### config.mk
export PLATFORM = sky130hd
export DESIGN_NAME = pulse_gen_multi_flat
export DESIGN_NICKNAME = d
export VERILOG_FILES = /design/src/rtl/pulse_gen_multi_if.sv /design/src/rtl/pulse_gen_multi.sv /design/src/flat_wrapper.sv
export SDC_FILE = /design/constraint.sdc
export NUM_CORES = 1
export LEC_CHECK = 0
export ABC_AREA = 1
export BUFFER_PORTS_ARGS = -buffer_cell sky130_fd_sc_hd__buf_2
export CAP_MARGIN = 20
export CORE_ASPECT_RATIO = 2
export CORE_MARGIN = 2
export CORE_UTILIZATION = 60
export CTS_CLUSTER_SIZE = 24
export DETAILED_ROUTE_END_ITERATION = 8
export PLACE_DENSITY = 0.81
export SYNTH_ARGS = -nofsm -noshare
export SYNTH_HDL_FRONTEND = slang
export SYNTH_SLANG_ARGS = --single-unit
### constraint.sdc
create_clock -name clk -period 3.5 [get_ports clk]
set_clock_uncertainty 0.15 [all_clocks]
set_input_delay 0.7 -clock clk [delete_from_list [all_inputs] [get_ports clk]]
set_output_delay 0.7 -clock clk [all_outputs]
set_load 0.05 [all_outputs]
### src/rtl/pulse_gen_multi_if.sv
// Board-side bundle for pulse_gen_multi: async level inputs and control in,
// registered pulse strobes out.
interface pulse_gen_multi_if #(
    parameter int N_CH = 4
);
    logic [N_CH-1:0] in;
    logic [1:0]      mode;
    logic            en;
    logic [N_CH-1:0] q;
    logic            any;

    modport master (output in, mode, en, input q, any);
    modport slave  (input in, mode, en, output q, any);
endinterface

### src/rtl/pulse_gen_multi.sv
// N-channel synchronising edge-to-pulse generator with optional hold-to-auto-repeat.
// Each channel: sync chain -> edge detect -> non-retriggerable PULSE_W-cycle strobe.
module pulse_gen_multi #(
    parameter int N_CH         = 4,
    parameter int SYNC_STAGES  = 2,
    parameter int PULSE_W      = 1,
    parameter int REPEAT_DELAY = 500,
    parameter int REPEAT_RATE  = 100
) (
    input  logic             clk,
    input  logic             rst_n,
    pulse_gen_multi_if.slave bus
);
    localparam int CNT_W = $clog2(REPEAT_DELAY + 1);
    localparam logic [CNT_W-1:0] ONE_C   = CNT_W'(1);
    localparam logic [CNT_W-1:0] PW_C    = CNT_W'(PULSE_W);
    localparam logic [CNT_W-1:0] DELAY_C = CNT_W'(REPEAT_DELAY);
    localparam logic [CNT_W-1:0] RATE_C  = CNT_W'(REPEAT_RATE);

    typedef enum logic [1:0] {IDLE, PULSE, HOLD, REPEAT} state_t;

    state_t                 st   [N_CH];
    logic [CNT_W-1:0]       t    [N_CH];
    logic [CNT_W-1:0]       tinc [N_CH];
    logic [SYNC_STAGES-1:0] sync [N_CH];

    logic [N_CH-1:0] s, h, rise, fall, sel, start, pend, q_nxt, rep;
    logic            auto;

    assign rise = s & ~h;
    assign fall = ~s & h;
    assign auto = (bus.mode == 2'b11);

    always_comb begin
        unique case (bus.mode)
            2'b00:   sel = rise;
            2'b01:   sel = fall;
            2'b10:   sel = rise | fall;
            default: sel = rise;
        endcase
    end

    // start: a pulse begins at the next edge; pend: current pulse has run PULSE_W cycles
    always_comb begin
        s     = '0;
        start = '0;
        pend  = '0;
        q_nxt = '0;
        for (int unsigned i = 0; i < N_CH; i++) begin
            s[i]    = sync[i][SYNC_STAGES-1];
            tinc[i] = (t[i] == DELAY_C) ? t[i] : t[i] + ONE_C;
            unique case (st[i])
                IDLE:   start[i] = bus.en & sel[i];
                PULSE:  pend[i]  = (t[i] == PW_C);
                HOLD:   start[i] = bus.en & auto & s[i] & (t[i] == DELAY_C);
                REPEAT: start[i] = bus.en & auto & s[i] & (t[i] == RATE_C);
            endcase
            q_nxt[i] = start[i] | (bus.en & (st[i] == PULSE) & ~pend[i]);
        end
    end

    always_ff @(posedge clk or negedge rst_n) begin
        if (!rst_n) begin
            for (int unsigned i = 0; i < N_CH; i++) begin
                sync[i] <= '0;
                st[i]   <= IDLE;
                t[i]    <= '0;
            end
            h       <= '0;
            rep     <= '0;
            bus.q   <= '0;
            bus.any <= 1'b0;
        end else begin
            for (int unsigned i = 0; i < N_CH; i++) begin
                sync[i] <= {sync[i][SYNC_STAGES-2:0], bus.in[i]};
                if (!bus.en) begin
                    st[i] <= IDLE;
                    t[i]  <= '0;
                end else if (start[i]) begin
                    st[i]  <= PULSE;
                    t[i]   <= ONE_C;
                    rep[i] <= (st[i] != IDLE);
                end else begin
                    unique case (st[i])
                        IDLE: t[i] <= '0;
                        PULSE: begin
                            t[i] <= tinc[i];
                            if (pend[i])
                                st[i] <= !(auto && s[i]) ? IDLE : (rep[i] ? REPEAT : HOLD);
                        end
                        HOLD, REPEAT: begin
                            if (!auto || !s[i]) begin
                                st[i] <= IDLE;
                                t[i]  <= '0;
                            end else begin
                                t[i] <= tinc[i];
                            end
                        end
                    endcase
                end
            end
            h       <= s;
            bus.q   <= q_nxt;
            bus.any <= |q_nxt;
        end
    end
endmodule
### src/flat_wrapper.sv
// flat-port wrapper written by rule: the top's interface ports become plain ports
module pulse_gen_multi_flat 
#(
    parameter int N_CH         = 4,
    parameter int SYNC_STAGES  = 2,
    parameter int PULSE_W      = 1,
    parameter int REPEAT_DELAY = 500,
    parameter int REPEAT_RATE  = 100
)
  (clk, rst_n, bus_in, bus_mode, bus_en, bus_q, bus_any);
  pulse_gen_multi_if #(.N_CH(N_CH)) bus_i ();
  input  logic clk;
  input  logic rst_n;
  input wire logic [$bits(bus_i.in)-1:0] bus_in;
  input wire logic [$bits(bus_i.mode)-1:0] bus_mode;
  input wire logic [$bits(bus_i.en)-1:0] bus_en;
  output wire logic [$bits(bus_i.q)-1:0] bus_q;
  output wire logic [$bits(bus_i.any)-1:0] bus_any;
  assign bus_i.in = bus_in;
  assign bus_i.mode = bus_mode;
  assign bus_i.en = bus_en;
  assign bus_q = bus_i.q;
  assign bus_any = bus_i.any;
  pulse_gen_multi #(.N_CH(N_CH), .SYNC_STAGES(SYNC_STAGES), .PULSE_W(PULSE_W), .REPEAT_DELAY(REPEAT_DELAY), .REPEAT_RATE(REPEAT_RATE)) u_core (.clk(clk), .rst_n(rst_n), .bus(bus_i));
endmodule
==> results.yml, run 1 <==
clock_tree:
  cts_setup_buffers: 0
  cts_buffers: 9
  clk_pin_slew_ns: 0.05
  h-tree-depth: 3
  cts_buffer_depth: 2
  cts_tree: "yes"
  cts_resized: 0
  clk_root_buffer_cell: "clkbuf_16"
  holdBufCountCts: 0
  clock_sinks: 65
  clkLatencyLatePin_ns: 0.33
worst_setup_path:
  criticalPathCategory: "primary input to flip-flop"
  max_stage_delay_ns: 0.33
  critPathMaxFanout: 6
  cp_slowest_cell: "ha_1"
  critPathLaunchType: "primary input"
  cp_cell_sequence: "buf_2, inv_1, ha_1, inv_1, nor2_1, nor2_1, nand2_2, inv_1, a21oi_1, o21ai_2, nor2_1"
  reg2regPathDepth: 11
  r2r-start: "u_core.t[27]"
  crit_end: "u_core.t[23]"
  regToRegSetupSlack_ns: 1.54
  timing.rr.end: "u_core.t[33]"
  critical_path.endpoint_type: "flip-flop"
  crit_required_ns: 3.61
  worstPathArrival_ns: 2.21
  startpoint: "bus_mode[0]"
synth:
  ys_types: 29
  synth_flop_cell: "dfrtp_1"
  netlist_instances: 458
  synth_area_per_cell_sq_um: 8.08
  synth-edff-count: 0
  syn_nets: 490
  synth-seq-area-share_pct: 43.9
  ys_ff_latch: 65
  synth_area_sq_mm: 0.00370
  ys_warn_count: 0
  async_flop_share_pct: 100
timing:
  maxSlewViolCount: 0
  setup_viol: 0
  max_slew_margin_pct: 51.8
  fmax_ghz: 0.476
  hold_violations: 0
  setup_tns_ns: 0
  timing.final.ws_setup_ns: 1.40
  grt_setup_unrepaired: "no"
  worst_pin_slew_ns: 0.723
  finalCritPeriodShare_pct: 60.1
  min_period_ns: 2.10
die:
  start_util_pct: 61.6
  core-area_sq_mm: 0.00601
  fp-row-count: 40
  dieArea_sq_mm: 0.00685
  num_io_pins: 14
  die_h_microns: 115
  die_w_microns: 59.5
pwr:
  irDropWorstVdd_mv: 0.397
  power.leakage_nw: 2.02
  combPwrFrac_pct: 12.9
  intPower_mw: 1.48
  power.total_mw: 1.98
  p_clk_share_pct: 45.6
  p_per_area_mw_per_mm2: 478
  p_seq_share_pct: 41.5
  p_sw_mw: 0.506
  switching_share_pct: 25.5
flow_run:
  drv_cap: 0
route:
  routed_wl_mm: 7.33
  final_antenna_net_count: 0
  dr.first_iter.drc_count: 161
  vias: 3001
  via_per_inst: 5.46
  drc_errors: 0
  first_pass_iters: 4
  wl_per_cell_microns: 13.3
finish:
  drive_gt1_share_pct: 10.3
  area_delta_synth_final_pct: 12.1
  layout.nets: 514
  antennaDiodeCount: 0
grt:
  grt_usage_pct: 25.1
  antenna_found_initial: 0
  grt_pass1_wl_mm: 12.8
  grt_max_degree: 35
  grt_pass1_vias: 3036
  grt_overflow: 0
place:
  gp_congestion: 0.906
  place_ws_ns: 1.05
  io_buffers: 13
  dpl.hpwl_mm: 5.60
status:
  status: "complete, no violations"
min_path:
  hp-class: "flip-flop to flip-flop"
-- Yosys cell counts (all sizes together) (2+ instances only) --
cell type / number / area (sq um)
a21oi: 8 / 40.0
buf: 2 / 20.0
dfrtp: 65 / 1630
ha: 23 / 288
inv: 73 / 277
nand2: 78 / 300
nand3: 48 / 245
nand4: 7 / 43.8
nor2: 84 / 318
nor3: 23 / 204
o21a: 2 / 15.0
o21ai: 18 / 101
o22ai: 3 / 18.8
xnor2: 2 / 17.5
xor2: 18 / 158
-- flip-flops by register name (all words and copies together) (netlist names) --
register	flops
u_core.bus.any	1
u_core.bus.q	4
u_core.h	4
u_core.rep	4
u_core.s	4
u_core.st	8
u_core.sync	4
u_core.t	36
-- routing by layer --
metal	track usage [%]	vias to the layer above	wire [microns]
met2	46.2	54	4300
met1	24.5	1429	2630
met4	14.1	0	181
met5	0	-	0
li1	-	1502	-
met3	5.74	16	214
-- layout by cell type (no fill, tap or decap), types with 8 or more instances in the layout --
cell type / netlist / layout
a21oi_1: 8 / 8
inv_1: 69 / 69
ha_1: 23 / 23
o21ai_0: 10 / 10
nand3_1: 47 / 47
nor3_1: 14 / 14
nor2_1: 83 / 83
clkbuf_16: 0 / 9
nand2_1: 75 / 75
buf_2: 1 / 13
dfrtp_1: 65 / 65
xor2_1: 18 / 18
-- power by group through the flow --
stage / clock [mW] / combinational [mW] / sequential (mW)
detailed placement: 0 / 0.256 / 0.836
global placement: 0 / 0.250 / 0.835
floorplan: 0 / 0.150 / 0.867
finish: 0.906 / 0.255 / 0.823
CTS: 0.925 / 0.258 / 0.824
global route: 0.957 / 0.291 / 0.829
-- stage by stage --
stage	hold WS, ns	instances	area, sq um	utilization [%]
floorplan	0.181	458	3700	-
global placement	0.182	534	3840	64.0
detailed placement	0.187	534	3840	64.0
CTS	0.197	550	4150	69.1
global route	0.209	550	4150	69.1
finish	0.195	550	4150	69.1
-- critical path, delay by kind of cell --
kind,cells,cell delay [ns]
fa+ha+maj,1,0.33
buf+inv,4,0.30
simple gates,4,0.40
compound gates,2,0.46
-- cell type report --
type                            count  area [sq um]
Inverter                           73           277
Tap cell                           63          78.8
Multi-Input combinational cell    318          1780
Sequential cell                    65          1630
Clock inverter                      2          35.0
Timing Repair Buffer               15          80.1
Fill cell                         492          1860
Clock buffer                       14           274
-- kinds of logic (layout without fill, tap and decap cells) --
family / after synthesis / in the layout / synth area share [%]
flip-flops: 65 / 65 / 43.9
XOR/XNOR: 20 / 20 / 4.73
adder cells (fa/ha/maj): 23 / 23 / 7.77
AND/OR/NAND/NOR: 242 / 242 / 30.4
buffers and inverters: 75 / 104 / 8.01
AO/OA/AOI/OAI: 33 / 33 / 5.14
-- how the worst min path moves through the flow --
stage / start / endpoint / slack (ns) / cells past startpoint
finish: u_core.sync[0] / u_core.s[3] / 0.20 / 0
floorplan: u_core.sync[6] / u_core.s[0] / 0.18 / 0
global route: u_core.sync[4] / u_core.s[1] / 0.21 / 0
global placement: u_core.sync[2] / u_core.s[2] / 0.18 / 0
detailed placement: u_core.sync[0] / u_core.s[3] / 0.19 / 0
CTS: u_core.sync[0] / u_core.s[3] / 0.20 / 0
Note: power is estimated with default switching activity, not from simulation.
==> run 2, diff against run 1 <==
--- a/config.mk
+++ b/config.mk
@@ -5,7 +5,7 @@
 export SDC_FILE = /design/constraint.sdc
 export NUM_CORES = 1
 export LEC_CHECK = 0
-export ABC_AREA = 1
+export ABC_AREA = 0
 export BUFFER_PORTS_ARGS = -buffer_cell sky130_fd_sc_hd__buf_2
 export CAP_MARGIN = 20
 export CORE_ASPECT_RATIO = 2
==> constraint.sdc (replaced) <==
create_clock -name clk -period 2.1 [get_ports clk]
set_clock_uncertainty 0.15 [all_clocks]
set_input_delay 0.42 -clock clk [delete_from_list [all_inputs] [get_ports clk]]
set_output_delay 0.42 -clock clk [all_outputs]
set_load 0.05 [all_outputs]
==> run 2 against run 1 <==
Against the previous run: sequential share of layout area fell by 2.4 points; wire length rose by 8.4%; critical path type is now flip-flop to flip-flop; global-route usage rose by 1.7 points; total power rose by 77%.
==> results.yml, run 2 <==
status:
  status: "complete, no violations"
route:
  routed_wl_mm: 7.95
  wl_per_cell_microns: 16.4
  dr.first_iter.drc_count: 142
  first_pass_iters: 4
  vias: 2836
  via_per_inst: 5.85
  drc_errors: 0
  final_antenna_net_count: 0
timing:
  hold-worst-slack_ns: 0.0380
  setup_viol: 0
  maxSlewViolCount: 0
  hold_violations: 0
  worst_pin_slew_ns: 0.445
  min_period_ns: 2.10
  finalCritPeriodShare_pct: 99.9
  grt_setup_unrepaired: "yes"
  fmax_ghz: 0.476
  max_slew_margin_pct: 70.0
worst_setup_path:
  startpoint: "u_core.s[2]"
  cp_cell_sequence: "ha_1, inv_1, a221o_1, a21oi_2, o21ai_2, or4_1"
  cp_slowest_cell: "or4_1"
  critPathLaunchType: "flip-flop"
  crit_required_ns: 2.15
  critical_path.endpoint_type: "flip-flop"
  path_delay_family: "compound AO/OA/AOI/OAI gates"
  worstPathArrival_ns: 2.15
  r2r-start: "u_core.s[2]"
  path_buf_inv: 1
  max_stage_delay_ns: 0.47
  criticalPathCategory: "flip-flop to flip-flop"
  critPathMaxFanout: 4
clock_tree:
  cts_tree: "yes"
  cts_buffer_depth: 2
  clk_root_buffer_cell: "clkbuf_16"
  clock_sinks: 65
  clkLatencyLatePin_ns: 0.33
  clk_pin_slew_ns: 0.05
  cts_buffers: 9
  h-tree-depth: 3
die:
  num_io_pins: 14
  start_util_pct: 61.9
  die_h_microns: 112
  core-area_sq_mm: 0.00566
  die_w_microns: 58.1
  fp-row-count: 39
  dieArea_sq_mm: 0.00651
finish:
  final_cell_mix: "dfrtp_1, buf_4, nor2_1"
  largest_register_ff_count: 36
  drive_gt1_share_pct: 27.8
  top_register: "u_core.t"
  area_delta_synth_final_pct: 26.4
  layout_commonest_cell: "dfrtp_1"
  antennaDiodeCount: 0
  largestRegisters: "u_core.t (36), u_core.st (8)"
  layout.nets: 451
  instances_no_fill: 485
synth:
  async_flop_share_pct: 100
  synth_flop_cell: "dfrtp_1"
  ys_warn_count: 0
  netlist_instances: 350
  yosysTopAreaCell: "dfrtp_1"
  synth_area_sq_mm: 0.00351
  synth_top_area_share_pct: 46.4
  synth-seq-area-share_pct: 46.4
  ys_types: 47
  synth-edff-count: 0
  yosys-top-cells-area: "dfrtp_1, ha_1, nor2_1"
  syn_nets: 382
  synth_area_per_cell_sq_um: 10.0
  ys_ff_latch: 65
  synthTopCellsByCount: "dfrtp_1, nor2_1, nand2_1"
  synth_most_common_cell: "dfrtp_1"
grt:
  grt_max_degree: 66
  antenna_found_initial: 0
  grt_usage_pct: 26.9
  grt_pass1_vias: 3018
  grt_pass1_wl_mm: 13.3
  grt_overflow: 0
pwr:
  power.leakage_nw: 1.95
  power.total_mw: 3.51
  p_per_area_mw_per_mm2: 793
  irDropWorstVdd_mv: 0.911
min_path:
  hold_start: "bus_in[3]"
  hp-class: "primary input to flip-flop"
place:
  dpl.hpwl_mm: 5.55
  dp_cells: 461
  io_buffers: 13
  gp_congestion: 0.874
flow_run:
  drv_cap: 0
==> run 2: cell count changes after synthesis, sizes merged, moves of 6 or more <==
cell / change
nor4: +6
nand4b: +6
nor3: -8
and3: +7
nand3: -29
inv: -48
or4b: +7
xnor2: +15
nand2: -48
xor2: -8
o21ai: -7
nor2: -36
==> run 2: kinds of logic (layout without fill, tap and decap cells) <==
group | Yosys count | count (layout) | synth area share, %
compound gates | 34 | 34 | 8.28
simple gates | 173 | 173 | 27.3
xor+xnor | 27 | 27 | 6.74
buf+inv | 28 | 102 | 3.07
flops | 65 | 65 | 46.4
fa+ha+maj | 23 | 23 | 8.21
==> run 2: worst paths after layout <==
path / depth (start not counted) / end / slack, ns
max: 6 / u_core.bus.any / 0.001
min: 1 / u_core.sync[0] / 0.04
max reg2reg: 6 / u_core.bus.any / 0.001
min reg2reg: 0 / u_core.s[0] / 0.20
max in group asynchronous: 3 / u_core.st[4] / 1.01
min in group asynchronous: 3 / u_core.t[11] / 0.48
==> run 2: cell type report <==
class	count	area (sq um)
flip-flops and latches	65	1630
multi-input cells	257	1850
repair buffers	61	444
fillers	348	1230
clock buffers	12	267
well taps	61	76.3
clock inverters	4	73.8
inverters	25	93.8
==> run 2: worst register-to-register path, stage by stage (launching register included) <==
cell	delay, ns
dfrtp_1	0.41
ha_1	0.29
inv_1	0.05
a221o_1	0.33
a21oi_2	0.18
o21ai_2	0.09
or4_1	0.47
==> run 2: what timing repair did <==
action                     CTS  global route
setup buffers                5             3
setup endpoints to repair    3            17
hold endpoints to repair    65             0
gates resized for setup      3            19
hold buffers                 1             0
pin swaps                    4            14
==> run 2: stage by stage <==
stage | setup TNS (ns) | worst slack, ns | cell area [sq um] | utilization, %
after floorplan | -0.00255 | -0.00255 | 3530 | -
after global placement | -0.662 | -0.0806 | 3970 | 70.1
after detailed placement | -1.61 | -0.165 | 3970 | 70.1
after CTS | -0.0284 | -0.0284 | 4370 | 77.1
after global routing | -0.148 | -0.0648 | 4430 | 78.3
final | 0 | 0.00110 | 4430 | 78.3
==> run 2: report_power, final <==
| group | switching, mW | total (mW) | leakage, nW | internal (mW) |
|---|---|---|---|---|
| Combinational | 0.290 | 0.487 | 0.922 | 0.197 |
| Clock | 0.535 | 1.67 | 0.169 | 1.13 |
| Sequential | 0.0380 | 1.36 | 0.860 | 1.32 |
==> run 2: metal layers <==
| metal | routed length (microns) | up-vias | track usage [%] |
|---|---|---|---|
| met5 | 0 | - | 0 |
| met4 | 272 | 0 | 13.2 |
| met3 | 312 | 22 | 6.57 |
| met2 | 4480 | 74 | 48.6 |
| met1 | 2880 | 1385 | 27.6 |
| li1 | - | 1355 | - |
==> run 3, diff against run 2 <==
--- a/config.mk
+++ b/config.mk
@@ -8,10 +8,9 @@
 export ABC_AREA = 0
 export BUFFER_PORTS_ARGS = -buffer_cell sky130_fd_sc_hd__buf_2
 export CAP_MARGIN = 20
-export CORE_ASPECT_RATIO = 2
 export CORE_MARGIN = 2
 export CORE_UTILIZATION = 60
-export CTS_CLUSTER_SIZE = 24
+export CTS_CLUSTER_SIZE = 30
 export DETAILED_ROUTE_END_ITERATION = 8
 export PLACE_DENSITY = 0.81
 export SYNTH_ARGS = -nofsm -noshare
==> run 3 against run 2 <==
Against the previous run: register-to-register slack better by 0.02 ns; cell area decreased by 3.8%; count of clock-buffer cells in the layout unchanged; sequential power barely moved; sequential share of layout area up 1.4 points; non-clock buffer count fell by 1; setup slack better by 0.016 ns; first-iteration DRC count is 17% higher; combinational power is 3% lower; wire length fell by 11%; final cell count up 1.9%; critical path depth rose by 1; critical path type unchanged.
==> results.yml, run 3 (same netlist as run 2, synthesis figures left out) <==
clock_tree:
  h-tree-depth: 3
  cts_buffers: 9
  cts_tree: "yes"
  clk_pin_slew_ns: 0.07
  clk_root_buffer_cell: "clkbuf_8"
  clkLatencyLatePin_ns: 0.34
  cts_buffer_depth: 2
  clock_sinks: 65
place:
  dpl.hpwl_mm: 4.86
  gp_congestion: 0.864
  io_buffers: 13
  place_ws_ns: -0.144
  dpl-instance-area_sq_mm: 0.00399
worst_setup_path:
  critical_path.endpoint_type: "flip-flop"
  crit_required_ns: 2.16
  cp_slowest_cell: "dfrtp_1"
  worstPathArrival_ns: 2.14
  r2r-start: "u_core.t[1]"
  path_buf_inv: 1
  cp_cell_sequence: "inv_1, ha_2, and4_1, and4_4, a211oi_4, o21ai_2, or4_1"
  startpoint: "u_core.t[1]"
  critPathMaxFanout: 4
  path_delay_family: "simple AND/OR/NAND/NOR gates"
  max_stage_delay_ns: 0.41
  criticalPathCategory: "flip-flop to flip-flop"
  critPathLaunchType: "flip-flop"
timing:
  setup_tns_ns: 0
  fmax_ghz: 0.480
  max_slew_margin_pct: 71.7
  maxSlewViolCount: 0
  finalCritPeriodShare_pct: 99.2
  worst_pin_slew_ns: 0.420
  timing.final.ws_setup_ns: 0.0173
  grt_setup_unrepaired: "yes"
  min_period_ns: 2.08
  setup_viol: 0
  hold_violations: 0
finish:
  multiInputGateArea_sq_mm: 0.00182
  drive_gt1_share_pct: 24.6
  design_area_sq_mm: 0.00426
  top_register: "u_core.t"
  final_util_pct: 76.5
  regArea_sq_mm: 0.00163
  largestRegisters: "u_core.t (36), u_core.st (8)"
  final_cell_mix: "dfrtp_1, nor2_1, buf_4"
  antennaDiodeCount: 0
  fill_cells: 392
  layout.nets: 450
  layout_commonest_cell: "dfrtp_1"
  area_delta_synth_final_pct: 21.6
  largest_register_ff_count: 36
pwr:
  irDropWorstVdd_mv: 0.631
  p_per_area_mw_per_mm2: 672
  power.leakage_nw: 1.88
grt:
  antenna_found_initial: 0
  grt_max_degree: 66
  grt_pass1_wl_mm: 12.1
  grt_usage_pct: 24.5
  grt_pass1_vias: 2736
  grt_overflow: 0
route:
  routed_wl_mm: 7.09
  first_pass_iters: 4
  dr.first_iter.drc_count: 166
  drc_errors: 0
  final_antenna_net_count: 0
  vias: 2740
  via_per_inst: 5.55
  wl_per_cell_microns: 14.4
die:
  start_util_pct: 62.9
  dieArea_sq_mm: 0.00647
  die_h_microns: 80.4
  core-area_sq_mm: 0.00557
  fp-row-count: 27
  num_io_pins: 14
  die_w_microns: 80.4
min_path:
  hp-class: "primary input to flip-flop"
  hold_start: "bus_in[2]"
flow_run:
  drv_cap: 0
status:
  status: "complete, no violations"
## run 3: changes by cell type in the layout (fill, tap and decap cells not counted), sizes merged
cell,before,now
buf,60,59
bufinv,2,1
## run 3: power breakdown
group          internal (mW)  total, mW  switching, mW
combinational          0.192      0.470          0.278
sequential              1.32       1.35         0.0333
clock                  0.603       1.05          0.442
## run 3: worst reg2reg max path: stages, from the launching register on
cell and delay [ns]:
dfrtp_1 0.41, inv_1 0.09, ha_2 0.18, and4_1 0.16, and4_4 0.19, a211oi_4 0.26
o21ai_2 0.11, or4_1 0.40
## run 3: path summary, 6_finish.rpt
kind                             endpoint  slack [ns]  cells after the start
min in group asynchronous    u_core.t[14]        0.47                      3
hold reg to reg               u_core.s[2]        0.19                      0
max in group asynchronous     u_core.s[0]        1.05                      3
setup reg to reg           u_core.bus.any        0.02                      7
hold / removal             u_core.sync[2]        0.03                      1
setup / recovery           u_core.bus.any        0.02                      7
## run 3: per-stage QoR
stage                     power, mW  std cells  hold WS (ns)
after global placement         1.81        473         0.183
final                          2.86        494        0.0344
after detailed placement       1.82        473         0.185
after CTS                      2.89        492        0.0149
after floorplan                1.64        350       -0.0256
after global routing           3.01        494        0.0184
## run 3: per-layer routing
layer	up-vias	track usage (%)	wire length [microns]
met5	-	0	0
met4	0	13.6	225
met3	20	5.84	303
met2	63	38.0	3280
met1	1304	31.6	3290
li1	1353	-	-
## run 3: layout make-up
type                    instances  share of cell area (%)
inverters                      25                    2.20
multi-input cells             257                    42.7
repair buffers                 60                    10.2
well taps                      72                    2.11
flip-flops and latches         65                    38.2
clock inverters                 3                   0.940
clock buffers                  12                    3.64
## run 3: timing repair
| item | 4_1_cts | 5_1_grt |
|---|---|---|
| hold buffers | 1 | 0 |
| hold endpoints to repair | 65 | 0 |
| endpoints found under the setup margin | 1 | 17 |
| pin swaps | 4 | 2 |
| gates resized for setup | 1 | 8 |
| cloned | 0 | 0 |
| setup buffers | 3 | 2 |
